$ cat src/rtl/match_sequencer.sv
// Match-level controller for the pong datapath: serve timing, step strobes,
// goal counting, pause and game-over handling. All outputs are registered.
module match_sequencer #(
  parameter int unsigned STEP_DIV     = 4,
  parameter int unsigned SERVE_CYCLES = 64,
  parameter int unsigned PAUSE_CYCLES = 32,
  parameter int unsigned WIN_SCORE    = 10
) (
  input  logic       GAME_CLK,
  input  logic       reset,
  input  logic       start_btn,
  input  logic       pause_btn,
  input  logic       goal_player,
  input  logic       goal_com,
  output logic       play_en,
  output logic       ball_center,
  output logic       serve_dir,
  output logic [3:0] player_score,
  output logic [3:0] com_score,
  output logic [2:0] state,
  output logic       game_over,
  output logic [1:0] winner
);

  typedef enum logic [2:0] {
    S_IDLE   = 3'd0,
    S_SERVE  = 3'd1,
    S_PLAY   = 3'd2,
    S_PAUSED = 3'd3,
    S_POINT  = 3'd4,
    S_OVER   = 3'd5
  } state_e;

  localparam logic [7:0] SERVE_LOAD = 8'(SERVE_CYCLES - 1);
  localparam logic [7:0] POINT_LOAD = 8'(PAUSE_CYCLES - 1);
  localparam logic [7:0] STEP_LAST  = 8'(STEP_DIV - 1);
  localparam logic [3:0] WIN        = 4'(WIN_SCORE);
  localparam logic [1:0] WIN_PLAYER = 2'b01;
  localparam logic [1:0] WIN_COM    = 2'b10;

  state_e     state_q, state_d;
  logic       play_en_q, play_en_d;
  logic       ball_center_q, ball_center_d;
  logic       serve_dir_q, serve_dir_d;
  logic [3:0] player_score_q, player_score_d;
  logic [3:0] com_score_q, com_score_d;
  logic       game_over_q, game_over_d;
  logic [1:0] winner_q, winner_d;
  logic [7:0] step_q, step_d;
  logic [7:0] delay_q, delay_d;
  logic       start_q, pause_q;

  logic       start_edge, pause_edge;
  logic [3:0] player_inc, com_inc;

  assign start_edge = start_btn & ~start_q;
  assign pause_edge = pause_btn & ~pause_q;
  assign player_inc = player_score_q + 4'd1;
  assign com_inc    = com_score_q + 4'd1;

  always_comb begin
    state_d        = state_q;
    play_en_d      = 1'b0;
    ball_center_d  = 1'b0;
    serve_dir_d    = serve_dir_q;
    player_score_d = player_score_q;
    com_score_d    = com_score_q;
    game_over_d    = game_over_q;
    winner_d       = winner_q;
    step_d         = step_q;
    delay_d        = delay_q;

    case (state_q)
      S_IDLE, S_OVER: begin
        if (start_edge) begin
          state_d        = S_SERVE;
          player_score_d = 4'd0;
          com_score_d    = 4'd0;
          winner_d       = 2'b00;
          game_over_d    = 1'b0;
          serve_dir_d    = 1'b1;
          ball_center_d  = 1'b1;
          delay_d        = SERVE_LOAD;
        end
      end
      S_SERVE: begin
        if (delay_q == 8'd0) begin
          state_d = S_PLAY;
          step_d  = 8'd0;
        end else begin
          delay_d = delay_q - 8'd1;
        end
      end
      S_PLAY: begin
        // Goals outrank pause; goal_player outranks goal_com.
        if (goal_player) begin
          player_score_d = player_inc;
          serve_dir_d    = 1'b1;
          if (player_inc == WIN) begin
            state_d     = S_OVER;
            winner_d    = WIN_PLAYER;
            game_over_d = 1'b1;
          end else begin
            state_d = S_POINT;
            delay_d = POINT_LOAD;
          end
        end else if (goal_com) begin
          com_score_d = com_inc;
          serve_dir_d = 1'b0;
          if (com_inc == WIN) begin
            state_d     = S_OVER;
            winner_d    = WIN_COM;
            game_over_d = 1'b1;
          end else begin
            state_d = S_POINT;
            delay_d = POINT_LOAD;
          end
        end else if (pause_edge) begin
          state_d = S_PAUSED;
        end else if (step_q == STEP_LAST) begin
          step_d    = 8'd0;
          play_en_d = 1'b1;
        end else begin
          step_d = step_q + 8'd1;
        end
      end
      S_PAUSED: begin
        if (pause_edge) state_d = S_PLAY;
      end
      S_POINT: begin
        if (delay_q == 8'd0) begin
          state_d       = S_SERVE;
          ball_center_d = 1'b1;
          delay_d       = SERVE_LOAD;
        end else begin
          delay_d = delay_q - 8'd1;
        end
      end
      default: state_d = S_IDLE;
    endcase
  end

  always_ff @(posedge GAME_CLK) begin
    if (reset) begin
      state_q        <= S_IDLE;
      play_en_q      <= 1'b0;
      ball_center_q  <= 1'b0;
      serve_dir_q    <= 1'b1;
      player_score_q <= 4'd0;
      com_score_q    <= 4'd0;
      game_over_q    <= 1'b0;
      winner_q       <= 2'b00;
      step_q         <= 8'd0;
      delay_q        <= 8'd0;
      start_q        <= 1'b0;
      pause_q        <= 1'b0;
    end else begin
      state_q        <= state_d;
      play_en_q      <= play_en_d;
      ball_center_q  <= ball_center_d;
      serve_dir_q    <= serve_dir_d;
      player_score_q <= player_score_d;
      com_score_q    <= com_score_d;
      game_over_q    <= game_over_d;
      winner_q       <= winner_d;
      step_q         <= step_d;
      delay_q        <= delay_d;
      start_q        <= start_btn;
      pause_q        <= pause_btn;
    end
  end

  assign play_en      = play_en_q;
  assign ball_center  = ball_center_q;
  assign serve_dir    = serve_dir_q;
  assign player_score = player_score_q;
  assign com_score    = com_score_q;
  assign state        = state_q;
  assign game_over    = game_over_q;
  assign winner       = winner_q;

endmodule
$ cat config.mk
export PLATFORM = sky130hd
export DESIGN_NAME = match_sequencer
export DESIGN_NICKNAME = d
export VERILOG_FILES = /design/src/rtl/match_sequencer.sv
export SDC_FILE = /design/constraint.sdc
export NUM_CORES = 1
export LEC_CHECK = 0
export CORE_UTILIZATION = 33
export CTS_CLUSTER_SIZE = 16
export DETAILED_ROUTE_END_ITERATION = 12
export PLACE_DENSITY_LB_ADDON = 0.15
export RECOVER_POWER = 100
export SYNTH_ARGS = -nofsm -noshare
export SYNTH_HDL_FRONTEND = slang
export SYNTH_SLANG_ARGS = --single-unit
$ cat constraint.sdc
create_clock -name GAME_CLK -period 2.12 [get_ports GAME_CLK]
set_clock_uncertainty 0.05 [all_clocks]
set_input_delay 0.318 -clock GAME_CLK [delete_from_list [all_inputs] [get_ports GAME_CLK]]
set_output_delay 0.318 -clock GAME_CLK [all_outputs]
set_load 0.01 [all_outputs]
==> results of run 1 <==
[per-stage QoR]
stage               cell area (sq um)  setup TNS [ps]  instances
detailed placement               2460          -2.624        347
CTS                              2572               0        355
global route                     2564               0        355
floorplan                        1969               0        235
finish                           2564               0        355
global placement                 2460          -16.36        347
[final cells by class]
class | count | area [sq um] | share of cell area
Sequential cell | 35 | 701.9 | 0.2738
Tap cell | 72 | 90.09 | 0.03514
Clock buffer | 5 | 68.82 | 0.02684
Clock inverter | 3 | 43.79 | 0.01708
Multi-Input combinational cell | 179 | 1174 | 0.4578
Inverter | 9 | 33.78 | 0.01318
Timing Repair Buffer | 52 | 451.7 | 0.1762
[Yosys cell counts, types with 2 or more instances]
library cell  instances
nand3_1              10
a31oi_1               2
a311oi_1              3
clkbuf_1              9
nor3b_1               3
o21a_1                2
dfxtp_1              35
nor2b_1               3
o31ai_1               2
a21oi_1              22
a41o_1                2
a41oi_1               4
a21o_1                2
nand2b_1              5
nor4_1                2
o211ai_1              2
o21bai_1              2
nor3_1                4
ha_1                  7
a211oi_1              5
a31o_2                2
nand3_2               2
o21ai_0              12
or3_1                 5
nor3b_2               2
inv_1                 9
nand2_1              19
xnor2_1               8
nor2_1               20
nand3b_1              2
[what timing repair did]
action | CTS | global route
endpoints found under the setup margin | 0 | 6
hold buffers | 0 | 0
resized for setup | 0 | 4
setup buffers | 0 | 0
[worst max-delay path: stages, from the launching register on]
cell	delay, ps
dfxtp_1	450
clkbuf_1	310
clkdlybuf4s50_1	600
[cell families (layout without fill, tap and decap cells)]
| family | count (synthesis) | count (layout) | share of synthesized area |
|---|---|---|---|
| AND/OR/NAND/NOR | 88 | 88 | 0.2567 |
| flip-flops | 35 | 35 | 0.3558 |
| XOR/XNOR | 9 | 9 | 0.04003 |
| AO/OA/AOI/OAI | 75 | 75 | 0.2567 |
| buffers and inverters | 21 | 69 | 0.04637 |
| adder cells (fa/ha/maj) | 7 | 7 | 0.04447 |
[flip-flops by register name (all words and copies together) (netlist names)]
signal	cells
serve_dir	1
delay_q	8
winner	2
game_over	1
state	3
step_q	8
player_score	4
start_q	1
play_en	1
ball_center	1
pause_q	1
com_score	4
[cells in the final DEF (no fill, tap or decap), drive strengths merged, types with 6 or more instances in the layout]
master         count
nand3             12
nand2             19
ha                 7
clkdlybuf4s50      6
dfxtp             35
dlygate4sd3       16
nor2              20
a21oi             23
o21ai             13
clkbuf             7
inv                9
buf               28
xnor2              8
[power by group]
part / switching [mW] / leakage [nW] / internal, mW / total [mW]
clock network: 0.255 / 0.0581 / 0.350 / 0.605
logic: 0.541 / 0.668 / 0.519 / 1.06
registers: 0.123 / 0.285 / 0.756 / 0.879
[per-layer routing]
layer	vias to the layer above	wire, um
met2	35	2326
met3	6	188
met1	887	2263
met5	-	0
met4	0	57
li1	962	-
[worst max-delay path by stage]
stage,from,end,depth (start not counted)
floorplan,state[0],step_q[6],7
global placement,start_btn,delay_q[4],6
detailed placement,start_btn,delay_q[4],6
CTS,delay_q[1],step_q[7],7
global route,state[0],step_q[0],8
finish,state[0],state[0],2
==> results.cfg, run 1 <==
[outcome]
status = finished, final reports clean

[synth]
synth_top_cell_area_share = 0.3558
yosysUniqueCellTypes = 58
async_reset_ff_frac = 0
syn_area_sq_um = 1969
synth-edff-count = 0
syn_area_per_cell_sq_um = 8.380
yosysWarnings = 0
synthesis.nets = 248
synthFlopType = dfxtp_1
synth-seq-area-share = 0.3558
synthCells = 235
yosys.area.top_type = dfxtp_1
ys_top_cells_by_area = dfxtp_1, a21oi_1, ha_1, nor2_1, nand2_1
synth_seq_cells = 35

[floorplan]
die-area_sq_um = 6281
start_util = 0.3491
die_y_um = 79.25
fp-row-count = 27
ios = 23
fp.coreArea_sq_um = 5642
die-width_um = 79.25

[placed_design]
gp_congestion = 0.7543
hpwl_um = 3512
dp_slack_ps = -2.624
port_buffers = 22

[global_routing]
gr-usage-met2 = 0.2759
grt_usage = 0.1665
grt_pass1_wl_um = 8259
grtUsageMet3 = 0.03448
use_met1 = 0.2159
antenna_found_initial = 0
busiest_layer = met2
grt_pass1_vias = 1738
grt_max_degree = 25
grt.overflow.total = 0

[clocking]
clkLatencyLatePin_ps = 290
clock-sinks = 35
cts_max_path_buffers = 2
htreeDepth = 2
clk_pin_slew_ps = 70
cts_root_buffer = clkbuf_8
cts_tree = built
cts_buffers = 5

[worst_setup_path]
end_kind = output pin
reg2reg_depth = 7
critPathArrivalTime_ps = 1640
r2r_end = step_q[6]
worstSetupPathType = reg2out
required_ps = 1750
r2r_setup_slack_ps = 130
path_max_fanout = 8
crit-reg2reg-launch = delay_q[1]
start_kind = register

[hold_path]
min_from = game_over
whs_path_depth = 2
hp-class = reg2reg
whs_endpoint = game_over

[drt]
ant_nets = 0
drc = 0
routed_via_density = 5.324
routedWlPerCell_um = 13.62
dr.first_iter.drc_count = 131
drt_wl_total_um = 4836
vias = 1890
first_pass_iters = 4

[power]
p_leak_nw = 1.011
power.density_nw_per_um2 = 992.5
finalPower_mw = 2.545
irDropWorstVdd_mv = 0.3186

[sta]
layout_setup_ws_ps = 107.8
rsz0062_at_grt = no
fmax_mhz = 497.0
period_share = 0.9492
relSlewSlack = 0.6724
layout_min_cycle_time_ps = 2012
drv_slew = 0
worst_pin_slew_ps = 490.8
hold_viol = 0
whs_ps = 403.4
setup_violations = 0

[cells_and_area]
nets = 295
areaGrowthSynthToFinish_pct = 30.18
fin_util = 0.4544
layout-drive-gt1-share = 0.1802
nFillCells = 561
antenna_cells = 0

[flow_run]
max_cap_violations = 0
No activity file was read; power rests on OpenSTA's default activity.
==> run 2: changes to the inputs <==
--- a/config.mk
+++ b/config.mk
@@ -6,7 +6,7 @@
 export NUM_CORES = 1
 export LEC_CHECK = 0
 export CORE_UTILIZATION = 33
-export CTS_CLUSTER_SIZE = 16
+export CTS_CLUSTER_SIZE = 40
 export DETAILED_ROUTE_END_ITERATION = 12
 export PLACE_DENSITY_LB_ADDON = 0.15
 export RECOVER_POWER = 100
==> results of run 2 <==
No change in the layout: final DEF, timing and power equal those of run 1.
==> run 3: changes to the inputs <==
--- a/config.mk
+++ b/config.mk
@@ -5,7 +5,9 @@
 export SDC_FILE = /design/constraint.sdc
 export NUM_CORES = 1
 export LEC_CHECK = 0
-export CORE_UTILIZATION = 33
+export CELL_PAD_IN_SITES_DETAIL_PLACEMENT = 1
+export CELL_PAD_IN_SITES_GLOBAL_PLACEMENT = 2
+export CORE_UTILIZATION = 30
 export CTS_CLUSTER_SIZE = 40
 export DETAILED_ROUTE_END_ITERATION = 12
 export PLACE_DENSITY_LB_ADDON = 0.15
==> run 3 against run 2 <==
Against the previous run: sequential cell count unchanged; die area increased by 9.7%; first-iteration DRC count decreased by 61%; count of clock-buffer cells in the layout increased by 1; wire length increased by 14%; cell count increased by 1.4%; power decreased by 0.14%; via count increased by 0.48%; largest power group unchanged; highest routed layer unchanged.
==> results.cfg, run 3 (synthesis results as in run 1) <==
[floorplan]
fp.coreArea_sq_um = 6350
die-width_um = 83.02
die_y_um = 83.02
fp-row-count = 29
die-area_sq_um = 6892
start_util = 0.3101
ios = 23

[drt]
dr.first_iter.drc_count = 51
drc = 0
drt_wl_total_um = 5532
first_pass_iters = 4
routedWlPerCell_um = 15.37
routed_via_density = 5.275
vias = 1899
ant_nets = 0

[hold_path]
hp-class = reg2reg

[placed_design]
port_buffers = 22
place_inst = 352
gp_congestion = 0.7388
dp_slack_ps = -18.66
hpwl_um = 4097

[worst_setup_path]
slowest_delay_ps = 510
start_kind = register
end_kind = register
crit_slowest_cell = or4_4
worstSetupPathType = reg2reg
worstPathCellList = inv_2, ha_4, nor4b_4, nand3_2, and2_4, or4_4, a21oi_2
critPathArrivalTime_ps = 2190
required_ps = 2300
path_max_fanout = 5

[outcome]
status = finished, final reports clean

[cells_and_area]
antenna_cells = 0
layout_commonest_cell = dfxtp_1
areaGrowthSynthToFinish_pct = 31.26
largestRegisters = delay_q: 8 flops, step_q: 8 flops
stdcell_count = 360
final_cell_mix = dfxtp_1, buf_4, a21oi_1
nets = 296
layout-drive-gt1-share = 0.2049

[global_routing]
grt.overflow.total = 0
grt_pass1_wl_um = 9522
antenna_found_initial = 0
grt_pass1_vias = 1971
grt_usage = 0.1709
grt_max_degree = 15

[sta]
hold_viol = 0
setup_violations = 0
drv_slew = 0
fmax_mhz = 498.9
whs_ps = 403.5
layout_setup_ws_ps = 115.5
layout_min_cycle_time_ps = 2005
relSlewSlack = 0.5731
worst_pin_slew_ps = 640.4
period_share = 0.9455

[clocking]
htreeDepth = 2
cts_root_buffer = clkbuf_8
cts_max_path_buffers = 2
cts_tree = built
clkLatencyLatePin_ps = 290
clk_pin_slew_ps = 80
cts_buffers = 5
cts_hold_buf = 0
clock-sinks = 35

[power]
finalPower_mw = 2.541
p_leak_nw = 1.005
power.density_nw_per_um2 = 982.9
irDropWorstVdd_mv = 0.5499

[flow_run]
max_cap_violations = 0
-- run 3: cell type report --
type | instances | area, sq um
repair buffers | 53 | 461.7
clock inverters | 1 | 5.005
multi-input cells | 179 | 1201
inverters | 9 | 33.78
fillers | 770 | 3765
clock buffers | 6 | 82.58
flip-flops and latches | 35 | 704.4
well taps | 77 | 96.34
-- run 3: power breakdown --
group / leakage, nW / switching, mW / total (mW) / internal, mW
combinational: 0.672 / 0.600 / 1.17 / 0.567
clock: 0.0470 / 0.249 / 0.504 / 0.255
sequential: 0.286 / 0.111 / 0.869 / 0.758
-- run 3: worst paths after layout --
| kind | from | end | slack [ps] | depth (start not counted) |
|---|---|---|---|---|
| worst min register to register | game_over | game_over | 400 | 2 |
| worst max register to register | delay_q[1] | step_q[6] | 120 | 7 |
| worst min-delay path | game_over | game_over | 400 | 2 |
| worst max-delay path | delay_q[1] | step_q[6] | 120 | 7 |
-- run 3: metal layers --
layer,global-route usage,vias to the layer above,share of wire
met3,0.03280,7,0.025
met2,0.2742,25,0.48
li1,-,959,-
met5,0,-,0
met4,0.06113,0,0.0098
met1,0.2283,908,0.48
-- run 3: what timing repair did --
| action | in CTS | in global routing |
|---|---|---|
| resized for setup | 1 | 10 |
| endpoints found under the setup margin | 1 | 10 |
| setup buffers | 0 | 1 |
| pin swaps | 0 | 5 |
-- run 3: critical path, delay by kind of cell, from the launching register on --
| kind | cells | cell delay [ps] |
|---|---|---|
| compound gates | 1 | 130 |
| fa+ha+maj | 1 | 130 |
| buf+inv | 1 | 70 |
| flops | 1 | 330 |
| simple gates | 4 | 1240 |
-- run 3: per-stage QoR --
step                utilization  area, sq um  TNS [ps]
global route             0.4071         2585    -20.76
global placement         0.3884         2466         0
finish                   0.4071         2585         0
detailed placement       0.3884         2466    -32.72
CTS                      0.4024         2555    -3.041
floorplan                     -         1969         0
